**config.mk**
```make
export PLATFORM = sky130hd
export DESIGN_NAME = inst_fetch
export DESIGN_NICKNAME = d
export VERILOG_FILES = /design/src/rtl/inst_fetch.sv
export SDC_FILE = /design/constraint.sdc
export NUM_CORES = 1
export LEC_CHECK = 0
export CAP_MARGIN = 20
export CORE_ASPECT_RATIO = 1.2
export CORE_MARGIN = 4
export CORE_UTILIZATION = 35
export CTS_BUF_LIST = sky130_fd_sc_hd__clkbuf_16
export CTS_CLUSTER_SIZE = 20
export DETAILED_ROUTE_END_ITERATION = 8
export PLACE_DENSITY = 0.6
export SLEW_MARGIN = 15
export SYNTH_ARGS = -nofsm -noshare
export SYNTH_HDL_FRONTEND = slang
export SYNTH_SLANG_ARGS = --single-unit
```
**constraint.sdc**
```tcl
create_clock -name clk -period 4.7 [get_ports clk]
set_input_delay 0.47 -clock clk [delete_from_list [all_inputs] [get_ports clk]]
set_output_delay 0.47 -clock clk [all_outputs]
set_load 0.02 [all_outputs]
```
**src/rtl/inst_fetch.sv**
```systemverilog
// ---------------------------------------------------------------------------
// inst_fetch
//
// Instruction fetch unit. Issues sequential word reads to instruction memory,
// buffers returned words (tagged with their word-address PC) in a small
// prefetch queue and hands them to the decoder over a valid/ready handshake.
// A redirect flushes the queue, restarts fetch at a new PC and arranges for
// every response still in flight to be discarded when it returns.
//
// Parameters
//   DEPTH     prefetch queue entries (power of two, >= 2)
//   PC_W      word-address PC width
//   RESET_PC  fetch PC after reset
//
// Ports
//   clk             clock, rising edge
//   rst_n           asynchronous active-low reset
//   imem_req_valid  out  read request valid
//   imem_req_ready  in   memory accepts the request
//   imem_addr       out  word address of the request
//   imem_rsp_valid  in   read data valid (in request order, latency >= 1)
//   imem_rsp_data   in   instruction word
//   inst_valid      out  instruction available to the decoder
//   inst_ready      in   decoder consumes the instruction
//   instruction     out  instruction word at the queue head
//   inst_pc         out  word address of instruction
//   redirect_valid  in   flush and restart fetch
//   redirect_pc     in   new fetch PC
//   fetch_bubbles   out  (FELIS_FETCH_PERF_EN only) saturating count of
//                        cycles with no instruction offered and no redirect
//
// Build option
//   FELIS_FETCH_PERF_EN  adds the fetch_bubbles counter and output port.
// ---------------------------------------------------------------------------
module inst_fetch #(
    parameter int              DEPTH    = 4,
    parameter int              PC_W     = 14,
    parameter logic [PC_W-1:0] RESET_PC = '0
) (
    input  logic            clk,
    input  logic            rst_n,

    output logic            imem_req_valid,
    input  logic            imem_req_ready,
    output logic [PC_W-1:0] imem_addr,
    input  logic            imem_rsp_valid,
    input  logic [31:0]     imem_rsp_data,

    output logic            inst_valid,
    input  logic            inst_ready,
    output logic [31:0]     instruction,
    output logic [PC_W-1:0] inst_pc,

    input  logic            redirect_valid,
    input  logic [PC_W-1:0] redirect_pc
`ifdef FELIS_FETCH_PERF_EN
    ,
    output logic [31:0]     fetch_bubbles
`endif
);

    localparam int AW = $clog2(DEPTH);
    localparam int CW = AW + 1;

    localparam logic [CW-1:0]   CNT_ONE = CW'(1);
    localparam logic [PC_W-1:0] PC_ONE  = PC_W'(1);
    localparam logic [CW:0]     CREDITS = (CW+1)'(DEPTH);

    // -----------------------------------------------------------------------
    // State
    // -----------------------------------------------------------------------
    logic [PC_W-1:0] fetch_pc_q, fetch_pc_d;
    logic [PC_W-1:0] tail_pc_q,  tail_pc_d;
    logic [CW-1:0]   wr_ptr_q,   wr_ptr_d;
    logic [CW-1:0]   rd_ptr_q,   rd_ptr_d;
    logic [CW-1:0]   outst_q,    outst_d;
    logic [CW-1:0]   drop_q,     drop_d;
    logic [31:0]     word_q [DEPTH];
    logic [31:0]     word_d [DEPTH];
    logic [PC_W-1:0] pc_q   [DEPTH];
    logic [PC_W-1:0] pc_d   [DEPTH];

    // -----------------------------------------------------------------------
    // Derived control
    // -----------------------------------------------------------------------
    logic [CW-1:0] occupancy;
    logic [CW:0]   in_use;
    logic          queue_empty;
    logic          req_fire;
    logic          pop;
    logic          rsp_drop;
    logic          rsp_keep;
    logic [AW-1:0] wr_idx;
    logic [AW-1:0] rd_idx;

    assign occupancy   = wr_ptr_q - rd_ptr_q;
    // Every accepted request owns a queue slot until its word is popped (or
    // dropped), so the queue can never overflow.
    assign in_use      = {1'b0, occupancy} + {1'b0, outst_q};
    assign queue_empty = (wr_ptr_q == rd_ptr_q);

    assign imem_req_valid = (in_use < CREDITS);
    assign imem_addr      = fetch_pc_q;

    assign req_fire = imem_req_valid && imem_req_ready;
    assign pop      = inst_valid && inst_ready;

    // Responses owed to a flushed stream are swallowed first; a response in
    // the redirect cycle itself is also stale.
    assign rsp_drop = imem_rsp_valid && (drop_q != '0);
    assign rsp_keep = imem_rsp_valid && (drop_q == '0) && !redirect_valid;

    assign wr_idx = wr_ptr_q[AW-1:0];
    assign rd_idx = rd_ptr_q[AW-1:0];

    assign inst_valid  = !queue_empty;
    assign instruction = word_q[rd_idx];
    assign inst_pc     = pc_q[rd_idx];

    // -----------------------------------------------------------------------
    // Next state
    // -----------------------------------------------------------------------
    always_comb begin
        fetch_pc_d = fetch_pc_q;
        tail_pc_d  = tail_pc_q;
        wr_ptr_d   = wr_ptr_q;
        rd_ptr_d   = rd_ptr_q;
        drop_d     = drop_q;
        word_d     = word_q;
        pc_d       = pc_q;

        outst_d = outst_q + CW'(req_fire) - CW'(imem_rsp_valid);

        if (req_fire) begin
            fetch_pc_d = fetch_pc_q + PC_ONE;
        end

        if (rsp_keep) begin
            word_d[wr_idx] = imem_rsp_data;
            pc_d[wr_idx]   = tail_pc_q;
            wr_ptr_d       = wr_ptr_q + CNT_ONE;
            tail_pc_d      = tail_pc_q + PC_ONE;
        end

        if (pop) begin
            rd_ptr_d = rd_ptr_q + CNT_ONE;
        end

        if (rsp_drop) begin
            drop_d = drop_q - CNT_ONE;
        end

        // Redirect overrides everything above. Whatever is still outstanding
        // after this cycle (including a request accepted right now with the
        // old address) belongs to the abandoned stream and must be dropped.
        if (redirect_valid) begin
            rd_ptr_d   = wr_ptr_q;
            wr_ptr_d   = wr_ptr_q;
            fetch_pc_d = redirect_pc;
            tail_pc_d  = redirect_pc;
            drop_d     = outst_d;
        end
    end

    always_ff @(posedge clk or negedge rst_n) begin
        if (!rst_n) begin
            fetch_pc_q <= RESET_PC;
            tail_pc_q  <= RESET_PC;
            wr_ptr_q   <= '0;
            rd_ptr_q   <= '0;
            outst_q    <= '0;
            drop_q     <= '0;
            for (int i = 0; i < DEPTH; i++) begin
                word_q[i] <= '0;
                pc_q[i]   <= '0;
            end
        end else begin
            fetch_pc_q <= fetch_pc_d;
            tail_pc_q  <= tail_pc_d;
            wr_ptr_q   <= wr_ptr_d;
            rd_ptr_q   <= rd_ptr_d;
            outst_q    <= outst_d;
            drop_q     <= drop_d;
            word_q     <= word_d;
            pc_q       <= pc_d;
        end
    end

`ifdef FELIS_FETCH_PERF_EN
    // -----------------------------------------------------------------------
    // Fetch bubble counter (saturating)
    // -----------------------------------------------------------------------
    logic [31:0] bubbles_q, bubbles_d;

    always_comb begin
        bubbles_d = bubbles_q;
        if (!inst_valid && !redirect_valid && (bubbles_q != 32'hFFFF_FFFF)) begin
            bubbles_d = bubbles_q + 32'd1;
        end
    end

    always_ff @(posedge clk or negedge rst_n) begin
        if (!rst_n) begin
            bubbles_q <= '0;
        end else begin
            bubbles_q <= bubbles_d;
        end
    end

    assign fetch_bubbles = bubbles_q;
`endif

endmodule

```
==> flow_summary.json <==
{
  "slew_violations": 0,
  "p_clk_frac": 0.226,
  "htree_num_levels": 1,
  "sequentialPowerShare": 0.367,
  "design.die.area_sq_um": 32100,
  "synth-edff-count": 0,
  "max_slew_margin": 0.333,
  "p_total_w": 0.00830,
  "tns_ns": 0,
  "cts_tree": "yes",
  "period_share": 0.777,
  "cts_sinks": 224,
  "power.share.switching": 0.319,
  "cp_max_fo": 6,
  "yosysMostFrequentCell": "dfrtp_1",
  "grt_pass1_vias": 6533,
  "finalSetupViolCount": 0,
  "clk_latency_ns": 0.51,
  "dp_cells": 1149,
  "yosys-top-cells-count": "224 x dfrtp_1, 195 x mux2_2, 46 x mux4_2",
  "ys_ff_latch": 224,
  "clock_path_buffers": 3,
  "p_leak_nw": 5.60,
  "postRouteWirelength_um": 21700,
  "rows": 68,
  "design_area_sq_um": 12600,
  "path_clk_slew_ns": 0.06,
  "worst_clock_skew_ns": 0.00737,
  "cp-start-kind": "flop",
  "p_per_area_nw_per_um2": 659,
  "place_area_sq_um": 11800,
  "core_sq_um": 28800,
  "yosysWarnings": 0,
  "nNetsFinal": 861,
  "port_buffers": 113,
  "ys.flop_type": "dfrtp_1",
  "pre_cts_ws_ns": 1.08,
  "crit_type": "flop to primary output",
  "gp_congestion": 0.749,
  "syn_inst": 675,
  "hp-start": "pc_q[20]$_DFFE_PN0P_",
  "synth_cell_types": 43,
  "avgSynthCellArea_sq_um": 15.2,
  "drt_iter0_drc": 235,
  "start_util": 0.356,
  "postCtsSetupRepairBufs": 0,
  "cp_data_arrival_time_ns": 3.18,
  "cp.required_ns": 4.23,
  "ir_drop_mv": 0.453,
  "final_cells": 1192,
  "min_period_ns": 3.65,
  "ant_nets": 0,
  "yosys-top-cells-area": "dfrtp_1 55%, mux2_2 21%, mux4_2 10%",
  "crit_start": "wr_ptr_q[0]$_DFFE_PN0P_",
  "cp-end-kind": "primary output",
  "intPower_w": 0.00566,
  "holdPathStages": 1,
  "hpwl_um": 13500,
  "status": "complete, no violations",
  "antennaDiodeCount": 0,
  "antenna_found_initial": 0,
  "avgViaCountPerCell": 4.95,
  "vias": 5900,
  "layout_setup_ws_ns": 1.05,
  "grt_pass1_wl_um": 35700,
  "rr_worst_depth": 16,
  "die_x_um": 164,
  "yosys.area.top_type_share": 0.546,
  "hp-class": "flop to flop",
  "synth_nets": 744,
  "rsz0062_at_grt": "no",
  "layout-drive-gt1-share": 0.373,
  "grt_max_degree": 83,
  "async_reset_ff_frac": 1.00,
  "die_h_um": 196,
  "overflow": 0,
  "syn_to_final_growth_pct": 22.8,
  "reg2reg_from": "wr_ptr_q[0]$_DFFE_PN0P_",
  "timing.fmax_ghz": 0.274,
  "hold_viol": 0,
  "io_pins": 114,
  "worst_slew_pin_slew_ns": 1.00,
  "ys_seq_area_frac": 0.546,
  "track_usage": 0.138,
  "cts_root_buf": "clkbuf_16",
  "drv_cap": 0,
  "switchingPower_w": 0.00265,
  "syn_area_sq_um": 10300,
  "cts-resized-gates": 0,
  "dr.pass1.iters": 4,
  "yosys.area.top_type": "dfrtp_1",
  "remaining_drc_errors": 0,
  "cts_buffers": 25,
  "p_comb_frac": 0.407,
  "wl_per_cell_um": 18.2
}
## metrics by stage
step / utilization / hold slack, ns
floorplan: - / 0.174
global placement: 0.410 / 0.482
detailed placement: 0.410 / 0.487
CTS: 0.437 / 0.500
global route: 0.437 / 0.509
finish: 0.437 / 0.499
## routing by layer
metal / GRT usage / part of all wire / vias up
met3: 0.0249 / 0.044 / 27
met2: 0.229 / 0.48 / 103
li1: - / - / 2718
met4: 0.0329 / 0.018 / 0
met5: 0 / 0 / -
met1: 0.189 / 0.46 / 3052
## critical path: stages (launching register included)
cell,delay [ns]
dfrtp_1,0.40
inv_1,0.15
ha_1,0.16
inv_1,0.04
fa_1,0.44
ha_1,0.28
nand3b_1,0.21
nor4b_1,0.31
clkdlybuf4s50_1,0.67
## layout by cell type, fill, tap and decap left out, types with 5 or more instances in the layout
master           instances
mux4_2                  46
o21ai_0                  7
ha_1                    15
inv_1                   22
mux2_2                 195
nand3_1                  7
clkdlybuf4s50_1        112
xnor2_1                 24
nand4_1                  7
buf_4                   12
dfrtp_1                222
a31oi_1                  5
a21oi_1                  5
nor2_1                   6
clkbuf_16               25
nor3_1                   7
nand2b_1                 5
nor4_1                   5
nand2_1                 16
## kinds of logic (layout without fill, tap and decap cells)
logic type	Yosys count	count (layout)	share of synthesized area
AO/OA/AOI/OAI	34	34	0.0221
XOR/XNOR	28	28	0.0239
adder cells (fa/ha/maj)	17	17	0.0222
buffers and inverters	53	185	0.0238
flip-flops	224	224	0.546
multiplexers	244	244	0.318
AND/OR/NAND/NOR	75	75	0.0439
## power by group through the flow
stage                     Combinational, W  Sequential [W]  Clock [W]
after floorplan                    0.00230         0.00298          0
after global placement             0.00341         0.00307          0
after detailed placement           0.00345         0.00308          0
after CTS                          0.00346         0.00305    0.00196
after global routing               0.00368         0.00315    0.00202
final                              0.00338         0.00305    0.00188
## sequential cells by signal (all words and copies together) (netlist names)
| signal | count |
|---|---|
| word_q | 128 |
| pc_q | 56 |
| imem_addr | 14 |
| tail_pc_q | 14 |
| drop_q | 3 |
| outst_q | 3 |
| rd_ptr_q | 3 |
| wr_ptr_q | 3 |
## final timing paths
check	endpoint	slack, ns
max in group asynchronous	word_q[36]$_DFFE_PN0P_	3.03
hold / removal	pc_q[20]$_DFFE_PN0P_	0.50
hold reg to reg	pc_q[20]$_DFFE_PN0P_	0.50
setup reg to reg	drop_q[2]$_DFFE_PN0P_	1.11
setup / recovery	imem_req_valid	1.05
min in group asynchronous	word_q[22]$_DFFE_PN0P_	0.52
## area by class of cell
cell class	count	area (sq um)
fillers	2610	16200
flip-flops and latches	224	5610
multi-input cells	398	4410
repair buffers	127	1260
clock buffers	25	626
well taps	385	482
clock inverters	17	155
inverters	16	60.1
## timing repair
action                     4_1_cts  5_1_grt
hold buffers                     1        0
setup endpoints to repair        0        0
hold endpoints to repair        79        0
(Power assumes the default switching activity.)
==> patch: new RTL, same settings <==
Change the parameter `DEPTH` from 4 to 16.
--- a/src/rtl/inst_fetch.sv
+++ b/src/rtl/inst_fetch.sv
@@ -33,7 +33,7 @@
 //   FELIS_FETCH_PERF_EN  adds the fetch_bubbles counter and output port.
 // ---------------------------------------------------------------------------
 module inst_fetch #(
-    parameter int              DEPTH    = 4,
+    parameter int              DEPTH    = 16,
     parameter int              PC_W     = 14,
     parameter logic [PC_W-1:0] RESET_PC = '0
 ) (
Check against the original RTL: same outputs for any inputs over 4 cycles, from zero or initial values and one cycle with rst_n low; that may be too few to reach the edited logic, so the function may still have changed.
==> patch against the unedited design <==
Area after synthesis grew to 3.5 times the old value. Sequential power grew to 2.7 times the old value. Sequential share of layout area grew 3.2 points. Routed wire length grew to 4.1 times the old value. Via count grew to 3.4 times the old value. Cell area grew to 3.3 times the old value. Setup slack lost 760 ps. Power grew 140%. Sequential cell count grew 560. Critical endpoint unchanged.
==> patch: results (changes against the unedited design) <==
{
  "run_status": "finished clean",
  "first_iter_violations": {"value": 1044, "change": "+340%"},
  "timing.slew.headroom": {"value": 27.7, "unit": "%", "change": "-5.6 points"},
  "cts_buffer_count": {"value": 82, "change": "+230%"},
  "finalWeightedCongestion": {"value": 0.766, "change": "+2.2%"},
  "endpoint_of_the_worst_slack_reg_to_reg_timing_path": "drop_q[4]$_DFFE_PN0P_",
  "min_to": "tail_pc_q[5]$_DFFE_PN0P_",
  "worstHoldPathCells": {"value": 3, "change": "+2"},
  "met3_wirelength": {"value": 2960, "unit": "um", "change": "+210%"},
  "place.detailed.hpwl": {"value": 50600, "unit": "um", "change": "+270%"},
  "first_pass_grt_wire_length": {"value": 138000, "unit": "um", "change": "+290%"},
  "top_cells_by_area_in_the_synthesized_netlist": "sky130_fd_sc_hd__dfrtp_1 (54%), sky130_fd_sc_hd__mux2_2 (18%), sky130_fd_sc_hd__mux4_2 (14%), sky130_fd_sc_hd__mux2_1 (5.0%), sky130_fd_sc_hd__clkbuf_1 (1.1%)",
  "worst-r2r-setup-slack": {"value": 470, "unit": "ps", "change": "-640 ps"},
  "final_layout_size_suffix_gt1_share": {"value": 42.8, "unit": "%", "change": "+5.5 points"},
  "grt_pass1_vias": {"value": 22361, "change": "+240%"},
  "clkLatencyLatePin": {"value": 640, "unit": "ps", "change": "+130 ps"},
  "grt_start_max_net_pins": {"value": 141, "change": "+70%"},
  "stdcell_count": {"value": 3716, "change": "+210%"},
  "leak_pwr": {"value": 0.0196, "unit": "uW", "change": "+250%"},
  "reg_top3": "word_q: 512 flops, pc_q: 224 flops",
  "route.layer.met1.wl": {"value": 38700, "unit": "um", "change": "+290%"},
  "grt.total_usage": {"value": 16.6, "unit": "%", "change": "+2.8 points"},
  "groute.layer.met1.usage": {"value": 22.0, "unit": "%", "change": "+3.1 points"},
  "cpLargestDelayFamily": "buffers and inverters",
  "dpl.cell_count": {"value": 3562, "change": "+210%"},
  "worst_hold_slack": {"value": 417, "unit": "ps", "change": "-82.2 ps"},
  "syn_area_per_cell": {"value": 16.2, "unit": "um^2", "change": "+6.6%"},
  "launch_instance_of_the_worst_min_delay_path": "redirect_pc[5]",
  "drt-pass1-iter-count": {"value": 5, "change": "+1"},
  "critical_path_peak_fanout": {"value": 14, "change": "+8"},
  "fillCellCount": {"value": 9330, "change": "+260%"}
}
## patch: cell count changes in the layout (fill, tap and decap cells not counted), moves of 15 or more
cell / before / now
sky130_fd_sc_hd__buf_4: 12 / 45
sky130_fd_sc_hd__clkbuf_16: 25 / 84
sky130_fd_sc_hd__mux2_1: 0 / 160
sky130_fd_sc_hd__dfrtp_1: 222 / 781
sky130_fd_sc_hd__clkinv_1: 3 / 24
sky130_fd_sc_hd__mux2_2: 195 / 579
sky130_fd_sc_hd__nor2_1: 6 / 21
sky130_fd_sc_hd__mux4_2: 46 / 230
## patch: power groups by stage
stage | clock, uW | combinational (uW) | sequential, uW
CTS | 6440 | 5330 | 8240
finish | 6240 | 5230 | 8240
global placement | 0 | 5210 | 8290
floorplan | 0 | 3840 | 8110
detailed placement | 0 | 5310 | 8350
global route | 6680 | 5700 | 8350
## patch: cells by family (layout without fill, tap and decap cells)
family	after synthesis	count (layout)	synth area share, %
AOI/OAI and AO/OA	69	69	1.25
xor gates and xnor gates	23	23	0.559
adders and majority gates	23	23	0.841
buffers and inverters	218	344	2.65
DFF	784	784	54.5
muxes	974	974	37.6
other	0	3	0
and+or+nand+nor	131	131	2.59
## patch: area by class of cell
type / instances / area share, %
Antenna cell: 3 / 0.0183
Inverter: 24 / 0.225
Sequential cell: 784 / 47.7
Clock buffer: 84 / 5.11
Tap cell: 1365 / 4.15
Timing Repair Buffer: 170 / 4.06
Clock inverter: 66 / 1.16
Multi-Input combinational cell: 1220 / 37.5
## patch: stage by stage
stage	setup WS (ps)	utilization, %	instance area (um^2)	total power [uW]
2_1_floorplan	51.9	-	36000	12000
3_3_place_gp	496	37.8	38500	13500
3_5_place_dp	440	37.8	38500	13700
4_1_cts	47.3	40.4	41100	20000
5_1_grt	71.5	40.4	41100	20700
6_report	291	40.4	41100	19700
